==> config.mk <==
export PLATFORM = sky130hd
export DESIGN_NAME = wrapper_ahb_packet_initiator_flat
export DESIGN_NICKNAME = d
export VERILOG_FILES = /design/src/rtl/wrapper_ahb_pkg.sv /design/src/rtl/wrapper_ahb_packet_initiator_if.sv /design/src/rtl/wrapper_packet_word_serialiser.sv /design/src/rtl/wrapper_ahb_packet_initiator.sv /design/src/flat_wrapper.sv
export SDC_FILE = /design/constraint.sdc
export NUM_CORES = 1
export LEC_CHECK = 0
export ABC_AREA = 0
export CAP_MARGIN = 10
export CORE_MARGIN = 5
export CORE_UTILIZATION = 30
export DETAILED_ROUTE_END_ITERATION = 16
export PLACE_DENSITY = 0.62
export SLEW_MARGIN = 25
export SYNTH_ARGS = -nofsm -noshare
export SYNTH_HDL_FRONTEND = slang
export SYNTH_SLANG_ARGS = --single-unit
==> constraint.sdc <==
create_clock -name HCLK -period 32.1 [get_ports HCLK]
set_input_delay 3.21 -clock HCLK [delete_from_list [all_inputs] [get_ports HCLK]]
set_output_delay 3.21 -clock HCLK [all_outputs]
set_load 0.05 [all_outputs]
==> src/rtl/wrapper_ahb_pkg.sv <==
// Shared definitions for the AHB-lite packet initiator.
// Holds the AHB encodings the manager drives, the FSM state type, the
// position of the last-alias address bit and a small sizing helper.
package wrapper_ahb_pkg;

  localparam logic [1:0] HTRANS_IDLE   = 2'b00;
  localparam logic [1:0] HTRANS_NONSEQ = 2'b10;
  localparam logic [2:0] HSIZE_WORD    = 3'b010;
  localparam logic [2:0] HBURST_SINGLE = 3'b000;
  localparam logic [3:0] HPROT_DEFAULT = 4'b0011;

  // The last-alias bit sits this many places below the address width:
  // HADDRM[ADDRWIDTH-LAST_ALIAS_OFFSET] marks the final word of a last packet.
  localparam int LAST_ALIAS_OFFSET = 2;

  typedef enum logic [1:0] {
    ST_IDLE,
    ST_XFER,
    ST_DRAIN,
    ST_ERR
  } state_t;

  // Width of a word index; a single-word packet still needs one bit.
  function automatic int idx_width(input int n);
    return (n > 1) ? $clog2(n) : 1;
  endfunction

endpackage

==> src/rtl/wrapper_ahb_packet_initiator_if.sv <==
// Bus bundle for the AHB-lite packet initiator.
// Carries the AHB-lite manager signals, the valid/ready packet stream,
// the data_req flow-control line and the busy/err status outputs.
//   master : the initiator's view (drives AHB address/data, ready, status)
//   slave  : the environment's view (drives HREADYM/HRESPM, packet stream, data_req)
interface wrapper_ahb_packet_initiator_if #(
  parameter int ADDRWIDTH   = 12,
  parameter int PACKETWIDTH = 512
);
  logic [ADDRWIDTH-1:0]   HADDRM;
  logic [1:0]             HTRANSM;
  logic [2:0]             HSIZEM;
  logic [2:0]             HBURSTM;
  logic [3:0]             HPROTM;
  logic                   HWRITEM;
  logic [31:0]            HWDATAM;
  logic                   HREADYM;
  logic                   HRESPM;
  logic [PACKETWIDTH-1:0] packet_data;
  logic                   packet_data_last;
  logic                   packet_data_valid;
  logic                   packet_data_ready;
  logic                   data_req;
  logic                   busy;
  logic                   err;

  modport master (
    output HADDRM, HTRANSM, HSIZEM, HBURSTM, HPROTM, HWRITEM, HWDATAM,
    output packet_data_ready, busy, err,
    input  HREADYM, HRESPM, packet_data, packet_data_last, packet_data_valid, data_req
  );

  modport slave (
    input  HADDRM, HTRANSM, HSIZEM, HBURSTM, HPROTM, HWRITEM, HWDATAM,
    input  packet_data_ready, busy, err,
    output HREADYM, HRESPM, packet_data, packet_data_last, packet_data_valid, data_req
  );

endinterface

==> src/rtl/wrapper_packet_word_serialiser.sv <==
// Packet holding register and word walker.
// Captures a packet plus its last flag on i_load and presents one 32-bit
// word at a time, lowest word first; i_advance steps to the next word and
// i_flush discards whatever remains.
// Ports:
//   i_clk, i_rst_n          clock, asynchronous active-low reset
//   i_load                  capture i_packet / i_last, restart at word 0
//   i_packet, i_last        packet payload and its last-of-message flag
//   i_advance               current word consumed
//   i_flush                 drop the remaining words
//   o_word                  current word
//   o_word_valid            a packet is loaded and words remain
//   o_word_is_final         current word is the packet's final word
//   o_next_is_final         the word after the current one is the final word
//   o_last                  last flag of the loaded packet
module wrapper_packet_word_serialiser
  import wrapper_ahb_pkg::*;
#(
  parameter int PACKETWIDTH = 512
) (
  input  logic                   i_clk,
  input  logic                   i_rst_n,
  input  logic                   i_load,
  input  logic [PACKETWIDTH-1:0] i_packet,
  input  logic                   i_last,
  input  logic                   i_advance,
  input  logic                   i_flush,
  output logic [31:0]            o_word,
  output logic                   o_word_valid,
  output logic                   o_word_is_final,
  output logic                   o_next_is_final,
  output logic                   o_last
);

  localparam int NWORDS = PACKETWIDTH / 32;
  localparam int IDXW   = idx_width(NWORDS);

  logic [PACKETWIDTH:0] r_hold;
  logic [IDXW-1:0]      r_idx;
  logic                 r_valid;
  logic [31:0]          w_words [NWORDS];

  // Payload register carries no reset; r_valid qualifies it.
  always_ff @(posedge i_clk) begin
    if (i_load) r_hold <= {i_last, i_packet};
  end

  always_ff @(posedge i_clk or negedge i_rst_n) begin
    if (!i_rst_n) begin
      r_idx   <= '0;
      r_valid <= 1'b0;
    end else if (i_flush) begin
      r_idx   <= '0;
      r_valid <= 1'b0;
    end else if (i_load) begin
      r_idx   <= '0;
      r_valid <= 1'b1;
    end else if (i_advance && r_valid) begin
      if (o_word_is_final) begin
        r_idx   <= '0;
        r_valid <= 1'b0;
      end else begin
        r_idx   <= r_idx + IDXW'(1);
      end
    end
  end

  for (genvar g = 0; g < NWORDS; g++) begin : g_words
    assign w_words[g] = r_hold[32*g +: 32];
  end

  assign o_word          = w_words[r_idx];
  assign o_word_valid    = r_valid;
  assign o_word_is_final = (r_idx == IDXW'(NWORDS - 1));
  assign o_next_is_final = (r_idx == IDXW'(NWORDS - 2));
  assign o_last          = r_hold[PACKETWIDTH];

endmodule

==> src/rtl/wrapper_ahb_packet_initiator.sv <==
// AHB-lite manager that writes each accepted packet as NWORDS single-word
// NONSEQ writes into the accelerator wrapper's input window.
// A packet is taken only in IDLE while data_req is high; the final word of
// a last packet is written through the last-alias region so the target
// can recover packet_data_last. An ERROR response aborts the packet.
// Ports:
//   HCLK, HRESETn  clock, asynchronous active-low reset
//   bus            master view of the AHB-lite bus, the packet stream,
//                  data_req and the busy/err status
module wrapper_ahb_packet_initiator
  import wrapper_ahb_pkg::*;
#(
  parameter int          ADDRWIDTH   = 12,
  parameter int          PACKETWIDTH = 512,
  parameter int unsigned BASEADDR    = 0
) (
  input logic                           HCLK,
  input logic                           HRESETn,
  wrapper_ahb_packet_initiator_if.master bus
);

  localparam int NWORDS = PACKETWIDTH / 32;
  localparam logic [ADDRWIDTH-1:0] BASE_A  = ADDRWIDTH'(BASEADDR);
  localparam logic [ADDRWIDTH-1:0] ALIAS_A = ADDRWIDTH'(1) << (ADDRWIDTH - LAST_ALIAS_OFFSET);

  state_t                r_state;
  logic [1:0]            r_htrans;
  logic [ADDRWIDTH-1:0]  r_haddr;
  logic                  r_hwrite;
  logic [31:0]           r_hwdata;
  logic                  r_busy;
  logic                  r_err;

  logic                  w_accept;
  logic                  w_advance;
  logic                  w_flush;
  logic                  w_err_first;
  logic [31:0]           w_word;
  logic                  w_word_valid;
  logic                  w_word_is_final;
  logic                  w_next_is_final;
  logic                  w_last;
  logic [ADDRWIDTH-1:0]  w_first_addr;
  logic [ADDRWIDTH-1:0]  w_next_addr;

  assign bus.packet_data_ready = (r_state == ST_IDLE) && bus.data_req;
  assign w_accept    = bus.packet_data_ready && bus.packet_data_valid;
  // First cycle of the two-cycle ERROR response.
  assign w_err_first = bus.HRESPM && !bus.HREADYM;
  assign w_advance   = (r_state == ST_XFER) && bus.HREADYM;
  assign w_flush     = (r_state == ST_ERR) && bus.HREADYM;

  // Word 0 is already the final word when the packet is a single word.
  assign w_first_addr = BASE_A | (((NWORDS == 1) && bus.packet_data_last) ? ALIAS_A : '0);
  assign w_next_addr  = (r_haddr + ADDRWIDTH'(4)) | ((w_next_is_final && w_last) ? ALIAS_A : '0);

  wrapper_packet_word_serialiser #(
    .PACKETWIDTH (PACKETWIDTH)
  ) u_serialiser (
    .i_clk           (HCLK),
    .i_rst_n         (HRESETn),
    .i_load          (w_accept),
    .i_packet        (bus.packet_data),
    .i_last          (bus.packet_data_last),
    .i_advance       (w_advance),
    .i_flush         (w_flush),
    .o_word          (w_word),
    .o_word_valid    (w_word_valid),
    .o_word_is_final (w_word_is_final),
    .o_next_is_final (w_next_is_final),
    .o_last          (w_last)
  );

  always_ff @(posedge HCLK or negedge HRESETn) begin
    if (!HRESETn) begin
      r_state  <= ST_IDLE;
      r_htrans <= HTRANS_IDLE;
      r_haddr  <= BASE_A;
      r_hwrite <= 1'b0;
      r_hwdata <= '0;
      r_busy   <= 1'b0;
      r_err    <= 1'b0;
    end else begin
      r_err <= 1'b0;
      case (r_state)
        ST_IDLE: begin
          if (w_accept) begin
            r_state  <= ST_XFER;
            r_htrans <= HTRANS_NONSEQ;
            r_hwrite <= 1'b1;
            r_haddr  <= w_first_addr;
            r_busy   <= 1'b1;
          end
        end
        ST_XFER: begin
          if (w_err_first) begin
            r_state  <= ST_ERR;
            r_htrans <= HTRANS_IDLE;
            r_hwrite <= 1'b0;
          end else if (bus.HREADYM && w_word_valid) begin
            // Address phase done: its word moves into the data phase.
            r_hwdata <= w_word;
            if (w_word_is_final) begin
              r_state  <= ST_DRAIN;
              r_htrans <= HTRANS_IDLE;
              r_hwrite <= 1'b0;
            end else begin
              r_haddr  <= w_next_addr;
            end
          end
        end
        ST_DRAIN: begin
          if (w_err_first) begin
            r_state <= ST_ERR;
          end else if (bus.HREADYM) begin
            r_state <= ST_IDLE;
            r_busy  <= 1'b0;
          end
        end
        ST_ERR: begin
          if (bus.HREADYM) begin
            r_state <= ST_IDLE;
            r_busy  <= 1'b0;
            r_err   <= 1'b1;
            r_haddr <= BASE_A;
          end
        end
        default: r_state <= ST_IDLE;
      endcase
    end
  end

  // The pending address phase is withdrawn in the very cycle the ERROR
  // response starts, so HTRANSM cannot simply be the registered value.
  assign bus.HTRANSM = (((r_state == ST_XFER) || (r_state == ST_DRAIN)) && w_err_first)
                       ? HTRANS_IDLE : r_htrans;
  assign bus.HADDRM  = r_haddr;
  assign bus.HWRITEM = r_hwrite;
  assign bus.HWDATAM = r_hwdata;
  assign bus.HSIZEM  = HSIZE_WORD;
  assign bus.HBURSTM = HBURST_SINGLE;
  assign bus.HPROTM  = HPROT_DEFAULT;
  assign bus.busy    = r_busy;
  assign bus.err     = r_err;

endmodule
==> src/flat_wrapper.sv <==
// flat-port wrapper written by rule: the top's interface ports become plain ports
module wrapper_ahb_packet_initiator_flat import wrapper_ahb_pkg::*;
#(
  parameter int          ADDRWIDTH   = 12,
  parameter int          PACKETWIDTH = 512,
  parameter int unsigned BASEADDR    = 0
)
  (HCLK, HRESETn, bus_HADDRM, bus_HTRANSM, bus_HSIZEM, bus_HBURSTM, bus_HPROTM, bus_HWRITEM, bus_HWDATAM, bus_packet_data_ready, bus_busy, bus_err, bus_HREADYM, bus_HRESPM, bus_packet_data, bus_packet_data_last, bus_packet_data_valid, bus_data_req);
  wrapper_ahb_packet_initiator_if #(.ADDRWIDTH(ADDRWIDTH), .PACKETWIDTH(PACKETWIDTH)) bus_i ();
  input logic HCLK;
  input logic HRESETn;
  output wire logic [$bits(bus_i.HADDRM)-1:0] bus_HADDRM;
  output wire logic [$bits(bus_i.HTRANSM)-1:0] bus_HTRANSM;
  output wire logic [$bits(bus_i.HSIZEM)-1:0] bus_HSIZEM;
  output wire logic [$bits(bus_i.HBURSTM)-1:0] bus_HBURSTM;
  output wire logic [$bits(bus_i.HPROTM)-1:0] bus_HPROTM;
  output wire logic [$bits(bus_i.HWRITEM)-1:0] bus_HWRITEM;
  output wire logic [$bits(bus_i.HWDATAM)-1:0] bus_HWDATAM;
  output wire logic [$bits(bus_i.packet_data_ready)-1:0] bus_packet_data_ready;
  output wire logic [$bits(bus_i.busy)-1:0] bus_busy;
  output wire logic [$bits(bus_i.err)-1:0] bus_err;
  input wire logic [$bits(bus_i.HREADYM)-1:0] bus_HREADYM;
  input wire logic [$bits(bus_i.HRESPM)-1:0] bus_HRESPM;
  input wire logic [$bits(bus_i.packet_data)-1:0] bus_packet_data;
  input wire logic [$bits(bus_i.packet_data_last)-1:0] bus_packet_data_last;
  input wire logic [$bits(bus_i.packet_data_valid)-1:0] bus_packet_data_valid;
  input wire logic [$bits(bus_i.data_req)-1:0] bus_data_req;
  assign bus_HADDRM = bus_i.HADDRM;
  assign bus_HTRANSM = bus_i.HTRANSM;
  assign bus_HSIZEM = bus_i.HSIZEM;
  assign bus_HBURSTM = bus_i.HBURSTM;
  assign bus_HPROTM = bus_i.HPROTM;
  assign bus_HWRITEM = bus_i.HWRITEM;
  assign bus_HWDATAM = bus_i.HWDATAM;
  assign bus_packet_data_ready = bus_i.packet_data_ready;
  assign bus_busy = bus_i.busy;
  assign bus_err = bus_i.err;
  assign bus_i.HREADYM = bus_HREADYM;
  assign bus_i.HRESPM = bus_HRESPM;
  assign bus_i.packet_data = bus_packet_data;
  assign bus_i.packet_data_last = bus_packet_data_last;
  assign bus_i.packet_data_valid = bus_packet_data_valid;
  assign bus_i.data_req = bus_data_req;
  wrapper_ahb_packet_initiator #(.ADDRWIDTH(ADDRWIDTH), .PACKETWIDTH(PACKETWIDTH), .BASEADDR(BASEADDR)) u_core (.HCLK(HCLK), .HRESETn(HRESETn), .bus(bus_i));
endmodule
* Word level (Yosys, flattened, before mapping)
Index checks and enable logic that the tools add are counted.
Storage, ports and cells: logic and storage cells 92, register bits after elaboration 569, output and inout port bits 60, input bits 519
Operators by class: reduce and logical (&&, ||, !) cells 23, bitwise logic cells 3, mux-type cells 40, magnitude comparators 1, equal/unequal tests 13, $add $sub $neg 2
Operator list (count):
- 32-bit binary-select mux with 4-bit select | 1
- 32-bit 2-to-1 mux | 2
- 12-bit 2-to-1 mux | 5
- 12-bit case mux with 3 select lines | 1
- 2-bit 2-to-1 mux | 11
- 4-bit 2-to-1 mux | 4
- 12-bit by 3-bit adder with 12-bit output, second input constant | 1
- 12-bit bitwise OR | 1
- 3-bit nonzero test | 4
- 1-bit 2-to-1 mux | 11
- 11-bit 2-to-1 mux | 1
- 2-bit != test, second input constant | 5
- 1-bit logical AND | 9
- 3-bit AND reduction | 3
- 4-bit equality test, second input constant | 2
- 2-bit case mux with 4 select lines | 1
- 6-bit AND reduction | 1
- 5-bit >= comparator, second input constant | 1
- 4-bit inverter with 5-bit output | 1
- 4-bit by 1-bit adder with 4-bit output, second input constant | 1
- 2-bit equality test, second input constant | 2
- 2-bit case mux with 2 select lines | 1
- 4-bit AND reduction | 1
- 3-bit by 1-bit != test with 1-bit output, second input constant | 1
- other kinds (11) | 11

* Logic depth before layout (Yosys ltp)
Gate-level depths: netlist of run 1.
depth in word-level cells 8, gate-level depth with buffers 8, gate-level depth less buffers 7

* Hierarchy
A second synthesis of run 1 with hierarchy kept.
Unflattened totals: cells, all modules 1084, area total of the unflattened synthesis 22358.9 um^2
By module, submodules not included:
- wrapper_packet_word_serialiser | area each 20031.7 um^2, cells each 884, sequential area each 15529.9 um^2, times used 1
- wrapper_ahb_packet_initiator | area each 2327.2 um^2, cells each 200, sequential area each 1176.1 um^2, times used 1

* Least setup slack after synthesis of run 1
Ideal clock, no wire load.
kind input to register, from in bus_data_req, to reg u_core.u_serialiser.r_idx[2], stages on the path 5, setup slack 17113 ps, data required time 31966 ps, library setup time 134 ps, data arrival time 14852 ps, buffers on the path 0, cells stage by stage and2_1 -> nand2_1 -> inv_1 -> or2_2 -> nor2_1
On the way: longest elaborated chain between the ends 4, elaborated cells between the ends (all ways) 5, classes of those cells mux (2); reduce/logical (3)
Ends and longest elaborated chain:
- start, declared | line flat_wrapper.sv:27 | input wire logic [$bits(bus_i.data_req)-1:0] bus_data_req;
- 1-bit logical AND * | line wrapper_ahb_packet_initiator.sv:46 | assign bus.packet_data_ready = (r_state == ST_IDLE) && bus.data_req;
- 1-bit logical AND * | line wrapper_ahb_packet_initiator.sv:47 | assign w_accept = bus.packet_data_ready && bus.packet_data_valid;
- via u_core.u_serialiser.i_load | line wrapper_packet_word_serialiser.sv:23 | input logic i_load,
- 4-bit 2-to-1 mux | line wrapper_packet_word_serialiser.sv:55 | end else if (i_load) begin
- 4-bit 2-to-1 mux | line wrapper_packet_word_serialiser.sv:52 | end else if (i_flush) begin
- end signal, assigned | line wrapper_packet_word_serialiser.sv:63 | r_idx <= r_idx + IDXW'(1);
- end, declared | line wrapper_packet_word_serialiser.sv:39 | logic [IDXW-1:0] r_idx;
Mark *: on every way through the listed nets, which the timed path passes. The rest lies on a longest branch. A chain may end at the register's enable or synchronous reset.

* Worst setup path after layout of run 1
from in bus_HREADYM, to out bus_HTRANSM[1]
On the way: longest elaborated chain between the ends 4
Ends and longest elaborated chain:
- start, declared | line flat_wrapper.sv:22 | input wire logic [$bits(bus_i.HREADYM)-1:0] bus_HREADYM;
- 1-bit zero test | line wrapper_ahb_packet_initiator.sv:49 | assign w_err_first = bus.HRESPM && !bus.HREADYM;
- 1-bit logical AND | line wrapper_ahb_packet_initiator.sv:49
- 1-bit logical AND | line wrapper_ahb_packet_initiator.sv:135 | assign bus.HTRANSM = (((r_state == ST_XFER) || (r_state == ST_DRAIN)) && w_err_first)
- 2-bit 2-to-1 mux | line wrapper_ahb_packet_initiator.sv:136 | ? HTRANS_IDLE : r_htrans;
- end, declared | line flat_wrapper.sv:13 | output wire logic [$bits(bus_i.HTRANSM)-1:0] bus_HTRANSM;
No other way between the ends.

==> qor.csv, run 1 <==
metric;value;unit
run_status;finished clean;
utilization;42.3;%
rsz0062_at_grt;false;
final-instance-count-excl-fill;2630;
antenna_found_initial;24;
slew_headroom;31.1;%
cts_buffers;66;
cts-root-buf;clkbuf_16;
nFillCells;6420;
placed_cells;2493;
syn_area;21800;um^2
pwr-share-clk;32.7;%
use_met3;4.93;%
hold_ws;0.517;ns
pre_cts_ws;23.76;ns
p_comb_share;24.6;%
end_kind;primary output;
finalHoldViolCount;0;
syn_avg_cell_area;21.7;um^2
dp_hpwl;45400;um
vias_per_cell;4.60;
top_usage_layer;met2;
use_met2;26.4;%
path_cells;clkdlybuf4s50_1, nor2b_1, a21oi_1, clkdlybuf4s50_1;
swShare;28.8;%
synth-edff-count;513;
hold_buffers;0;
drv_cap;0;
setup_viol;0;
die_area;78300;um^2
tritoncts;done;
fin_worst_skew;0.0200;ns
wire_per_inst;24.0;um
p_int;1.60;mW
clockBufferDepth;3;
path_clk_slew;0.05;ns
fin_nets;2130;
power_frac_seq;42.8;%
grt_pass1_wl;89500;um
setup_slack;23.73;ns
drc_errors;0;
cp.arrival;5.16;ns
synth_seq_area_share;76.5;%
cts_resized;0;
crit_required;28.89;ns
irDropWorstVdd;37.4;uV
ys_ff_latch;565;
insertion_delay;0.59;ns
grt_usage;15.6;%
tightest_slew;1.03;ns
crit_fanout;12;
die_x;280;um
grt_pass1_vias;13200;
async_reset_ff_share;9.20;%
io_buffers;565;
firstDrtPassIters;5;
dr.first_iter.drc_count;794;
p_switching;647;uW
cellPowerDensity;73.3;nW/um^2
syn_inst;1008;
fin_setup_tns;0;ns
grt_max_degree;143;
layout-drive-gt1-share;17.4;%
drt_wl_total;63000;um
syn_to_final_growth;40.4;%
cp_common_cell;clkdlybuf4s50_1;
gp_congestion;0.803;
rows;99;
critPathTopFamily;buffers and inverters;
use_met1;19.2;%
p_leak;9.99;nW
min_path_type;flop to flop;
timing.fmax;119;MHz
num_vias;12100;
cp_slowest_cell;clkdlybuf4s50_1;
ys.flop_type;edfxtp_1;
fp.dieH;280;um
cts_num_sinks;565;
core-area;72600;um^2
drv_slew;0;
postCtsSetupRepairBufs;0;
overflow;0;
start_util;30.1;%
fin_crit_sh;26.1;%
final.min_clock_period;8.37;ns
cpPeakStageDelay;0.83;ns
cp-start-kind;primary input;
cts_max_level;3;
criticalPathCategory;primary input to primary output;
synth_cell_types;51;
yosysWarningCount;0;
crit_buf_inv;2;
final_antenna_net_count;0;
io_pins;579;
-- flip-flops by register name, summed over array words and instances, names as in the netlist --
register / count
u_core.u_serialiser.r_hold: 513
u_core.r_htrans: 1
u_core.bus.HWDATAM: 32
u_core.bus.HADDRM: 10
u_core.r_state: 2
u_core.bus.err: 1
u_core.u_serialiser.r_idx: 4
u_core.bus.busy: 1
u_core.u_serialiser.o_word_valid: 1
-- placed cells by master, fill, tap and decap left out, drive strengths merged, types with 2 or more instances in the layout --
cell	instances
inv	11
clkinv	22
nor2	9
bufinv	4
o221ai	2
clkinvlp	7
mux2	32
ha	9
a22oi	30
mux2i	32
o21ai	33
dfrtp	52
o2111a	2
and2	4
mux4	128
o211ai	4
edfxtp	513
a21bo	2
clkbuf	84
conb	13
clkdlybuf4s50	564
buf	16
or4	3
a21o	2
nand2	20
a221o	2
nor2b	2
a21oi	11
and3	4
nand4	4
nand3	14
diode	17
a211o	2
-- through the flow --
step           total power [mW]  instance area [um^2]
3_5_place_dp               1.54                 28500
4_1_cts                    2.29                 30600
2_1_floorplan              1.36                 21900
5_1_grt                    2.36                 30700
3_3_place_gp               1.53                 28500
6_report                   2.25                 30700
-- path summary, 6_finish.rpt --
| kind | from | endpoint | slack, ns | cells past startpoint |
|---|---|---|---|---|
| min in group asynchronous | HRESETn | u_core.bus.HADDRM[11]$_DFFE_PN0P_ | 2.74 | 1 |
| setup / recovery | bus_HREADYM | bus_HTRANSM[1] | 23.73 | 4 |
| hold / removal | u_core.bus.HWDATAM[30]$_DFFE_PN0P_ | u_core.bus.HWDATAM[30]$_DFFE_PN0P_ | 0.52 | 1 |
| max in group asynchronous | HRESETn | u_core.u_serialiser.r_idx[1]$_DFFE_PN0P_ | 28.72 | 1 |
| setup reg to reg | u_core.r_state[1]$_DFFE_PN0P_ | u_core.u_serialiser.r_hold[423]$_DFFE_PP_ | 27.10 | 8 |
| hold reg to reg | u_core.bus.HWDATAM[30]$_DFFE_PN0P_ | u_core.bus.HWDATAM[30]$_DFFE_PN0P_ | 0.52 | 1 |
-- cells in the mapped netlist (all sizes together), types with 11 or more instances --
| cell | number | area share, % |
|---|---|---|
| edfxtp | 513 | 71 |
| mux4 | 128 | 13 |
| dfrtp | 52 | 6.0 |
| buf | 48 | 1.6 |
| o21ai | 33 | 0.76 |
| mux2 | 32 | 1.6 |
| mux2i | 32 | 1.5 |
| a22oi | 30 | 1.0 |
| nand2 | 20 | 0.34 |
| clkbuf | 17 | 0.29 |
| nand3 | 14 | 0.32 |
| a21oi | 11 | 0.25 |
-- per-layer routing --
metal / vias to the layer above / wire length [um]
li1: 5396 / -
met1: 6121 / 24200
met2: 490 / 32200
met3: 94 / 5040
met4: 4 / 1540
met5: - / 27
-- kinds of logic after synthesis --
family          share of synthesized area [%]
flops                                    76.5
mux                                      16.3
compound gates                           3.08
buf+inv                                  2.02
simple gates                             1.52
fa+ha+maj                               0.516
other cells                            0.0344
xor+xnor                               0.0401
-- final cells by class --
| cell class | instances | area, um^2 | area share, % |
|---|---|---|---|
| clock buffer | 84 | 1800 | 5.87 |
| multi-input combinational | 381 | 4750 | 15.5 |
| tap | 959 | 1200 | 3.91 |
| clock inverter | 36 | 353 | 1.15 |
| sequential | 565 | 16700 | 54.5 |
| timing repair buffer | 580 | 5770 | 18.8 |
| inverter | 8 | 37.5 | 0.122 |
| antenna | 17 | 42.5 | 0.139 |
-- power groups by stage --
stage	combinational (mW)	clock, mW	sequential, mW
after floorplan	0.305	0	1.06
after global routing	0.592	0.796	0.972
after detailed placement	0.561	0	0.979
after CTS	0.564	0.762	0.964
after global placement	0.557	0	0.973
final	0.552	0.735	0.961
No activity file was read; power rests on OpenSTA's default activity.
==> run 2, diff against run 1 <==
- clock period: 32.1 -> 8.61 ns (I/O delays scaled with it)
==> qor.csv, run 2 (synthesis results as in run 1) <==
metric;value;unit;change
run_status;finished clean;;unchanged
hold_buffers;0;;unchanged
fin_crit_sh;42.1;%;
p_comb_share;25.0;%;was 24.6%
final_antenna_net_count;0;;unchanged
critPathTopFamily;buffers and inverters;;unchanged
cpPeakStageDelay;0.82;ns;was 0.83 ns
crit_fanout;12;;unchanged
cp_common_cell;clkdlybuf4s50_1;;unchanged
layout_common_cells;clkdlybuf4s50_1, edfxtp_1, mux4_2;;unchanged
drc_errors;0;;unchanged
drv_cap;0;;unchanged
pwr-share-clk;32.1;%;was 32.7%
cts_num_sinks;565;;unchanged
p_leak;9.97;nW;was 9.99 nW
final.min_clock_period;3.63;ns;
layout-drive-gt1-share;17.0;%;was 17.4%
path_cells;clkdlybuf4s50_1, nor2b_1, a21oi_1, clkdlybuf4s50_1;;unchanged
num_vias;12300;;was 12.1k
rows;99;;unchanged
grt_max_degree;165;;was 143
cts-root-buf;clkbuf_16;;unchanged
finalHoldViolCount;0;;unchanged
fin_worst_skew;0.0214;ns;was 0.0200 ns
tritoncts;done;;unchanged
cp-start-kind;primary input;;unchanged
timing.fmax;276;MHz;
cp_slowest_cell;clkdlybuf4s50_1;;unchanged
placed_cells;2493;;unchanged
grt_pass1_wl;92500;um;was 89500 um
path_clk_slew;0.06;ns;was 0.05 ns
start_util;30.1;%;unchanged
setup_viol;0;;unchanged
grt_pass1_vias;13400;;was 13.2k
clockBufferDepth;3;;unchanged
power_frac_seq;43.0;%;was 42.8%
rsz0062_at_grt;false;;unchanged
io_buffers;565;;unchanged
die_area;78300;um^2;unchanged
slew_headroom;33.8;%;was 31.1%
top_register;u_core.u_serialiser.r_hold;;unchanged
core-area;72600;um^2;unchanged
tightest_slew;0.993;ns;was 1.03 ns
firstDrtPassIters;5;;unchanged
io_pins;579;;unchanged
min_path_type;primary input to asynchronous set/reset pin;;was flop to flop
p_switching;2.43;mW;was 647 uW
antenna_found_initial;15;;was 24
final-instance-count-excl-fill;2625;;was 2630
end_kind;primary output;;unchanged
crit_buf_inv;2;;unchanged
criticalPathCategory;primary input to primary output;;unchanged
dp_hpwl;47200;um;was 45400 um
power;8.35;mW;was 2.25 mW
cts_max_level;3;;unchanged
cellPowerDensity;273;nW/um^2;was 73.3 nW/um^2
syn_to_final_growth;40.1;%;was 40.4%
postCtsSetupRepairBufs;0;;unchanged
cp.arrival;2.77;ns;was 5.16 ns
grt_usage;16.3;%;was 15.6%
cts_buffers;66;;unchanged
cts_resized;0;;unchanged
crit_required;7.75;ns;was 28.89 ns
gp_congestion;0.796;;was 0.803
insertion_delay;0.58;ns;was 0.59 ns
nFillCells;6420;;unchanged
vias_per_cell;4.67;;was 4.60
die_x;280;um;unchanged
largest_reg_flops;513;;unchanged
dr.first_iter.drc_count;926;;was 794
utilization;42.2;%;was 42.3%
swShare;29.1;%;was 28.8%
p_int;5.91;mW;was 1.60 mW
fp.dieH;280;um;unchanged
fin_nets;2130;;unchanged
overflow;0;;unchanged
irDropWorstVdd;166;uV;was 37.4 uV
drv_slew;0;;unchanged
drt_wl_total;65900;um;was 63000 um
wire_per_inst;25.1;um;was 24.0 um
layout_commonest_cell;clkdlybuf4s50_1;;unchanged
==> run 2: changes by cell type in the layout (fill, tap and decap cells not counted), moves of 2 or more <==
cell,delta
inv_6,+3
clkinv_1,+4
clkinv_8,-4
clkinvlp_4,-4
inv_16,+2
diode_2,-5
clkbuf_8,-4
clkbuf_1,+5
buf_12,+2
buf_4,-2
==> run 2: power groups by stage <==
stage	Combinational, mW	Clock, mW	Sequential (mW)
after floorplan	1.14	0	3.89
after global placement	2.10	0	3.63
after detailed placement	2.12	0	3.64
after CTS	2.13	2.76	3.59
after global routing	2.24	2.88	3.62
final	2.08	2.68	3.59
==> run 2: area by class of cell <==
type	count	area, um^2	area share [%]
clock inverter	35	298	0.973
multi-input combinational	381	4760	15.6
antenna	12	30.0	0.0981
sequential	565	16700	54.6
inverter	8	33.8	0.110
tap	959	1200	3.92
clock buffer	85	1760	5.77
timing repair buffer	580	5790	18.9
==> run 2: worst register-to-register path, cell delays in order (launching register included) <==
cell and delay (ns):
dfrtp_4 0.74, buf_4 0.64, buf_4 0.75, mux4_2 0.61, mux2_2 0.27, a22oi_1 0.14
o21ai_1 0.09
==> run 2: per-stage QoR <==
step	setup slack, ns	hold slack (ns)	setup TNS [ns]	instance area (um^2)
final	4.98	0.386	0	30600
after detailed placement	5.00	0.503	0	28500
after floorplan	-1.18	0.533	-343.76	21900
after global placement	5.02	0.508	0	28500
after global routing	4.90	0.433	0	30600
after CTS	4.99	0.418	0	30600
==> run 2: path summary, 6_finish.rpt <==
path,startpoint,depth (start not counted),to,slack [ns]
max in group asynchronous,HRESETn,1,u_core.u_serialiser.r_idx[2]$_DFFE_PN0P_,7.52
max reg2reg,u_core.u_serialiser.r_idx[0]$_DFFE_PN0P_,6,u_core.bus.HWDATAM[14]$_DFFE_PN0P_,5.23
min reg2reg,u_core.bus.HWDATAM[21]$_DFFE_PN0P_,2,u_core.bus.HWDATAM[21]$_DFFE_PN0P_,0.52
max,bus_HREADYM,4,bus_HTRANSM[1],4.98
min in group HCLK,u_core.bus.HWDATAM[21]$_DFFE_PN0P_,2,u_core.bus.HWDATAM[21]$_DFFE_PN0P_,0.52
min,HRESETn,1,u_core.r_htrans[1]$_DFFE_PN0P_,0.39
==> run 2: routing by layer <==
metal  share of wire, %  GRT usage (%)  vias up
met3                7.2           4.10       91
met4                2.3           5.56        2
met2                 51           27.6      490
li1                   -              -     5402
met1                 39           20.5     6277
met5              0.020              0        -
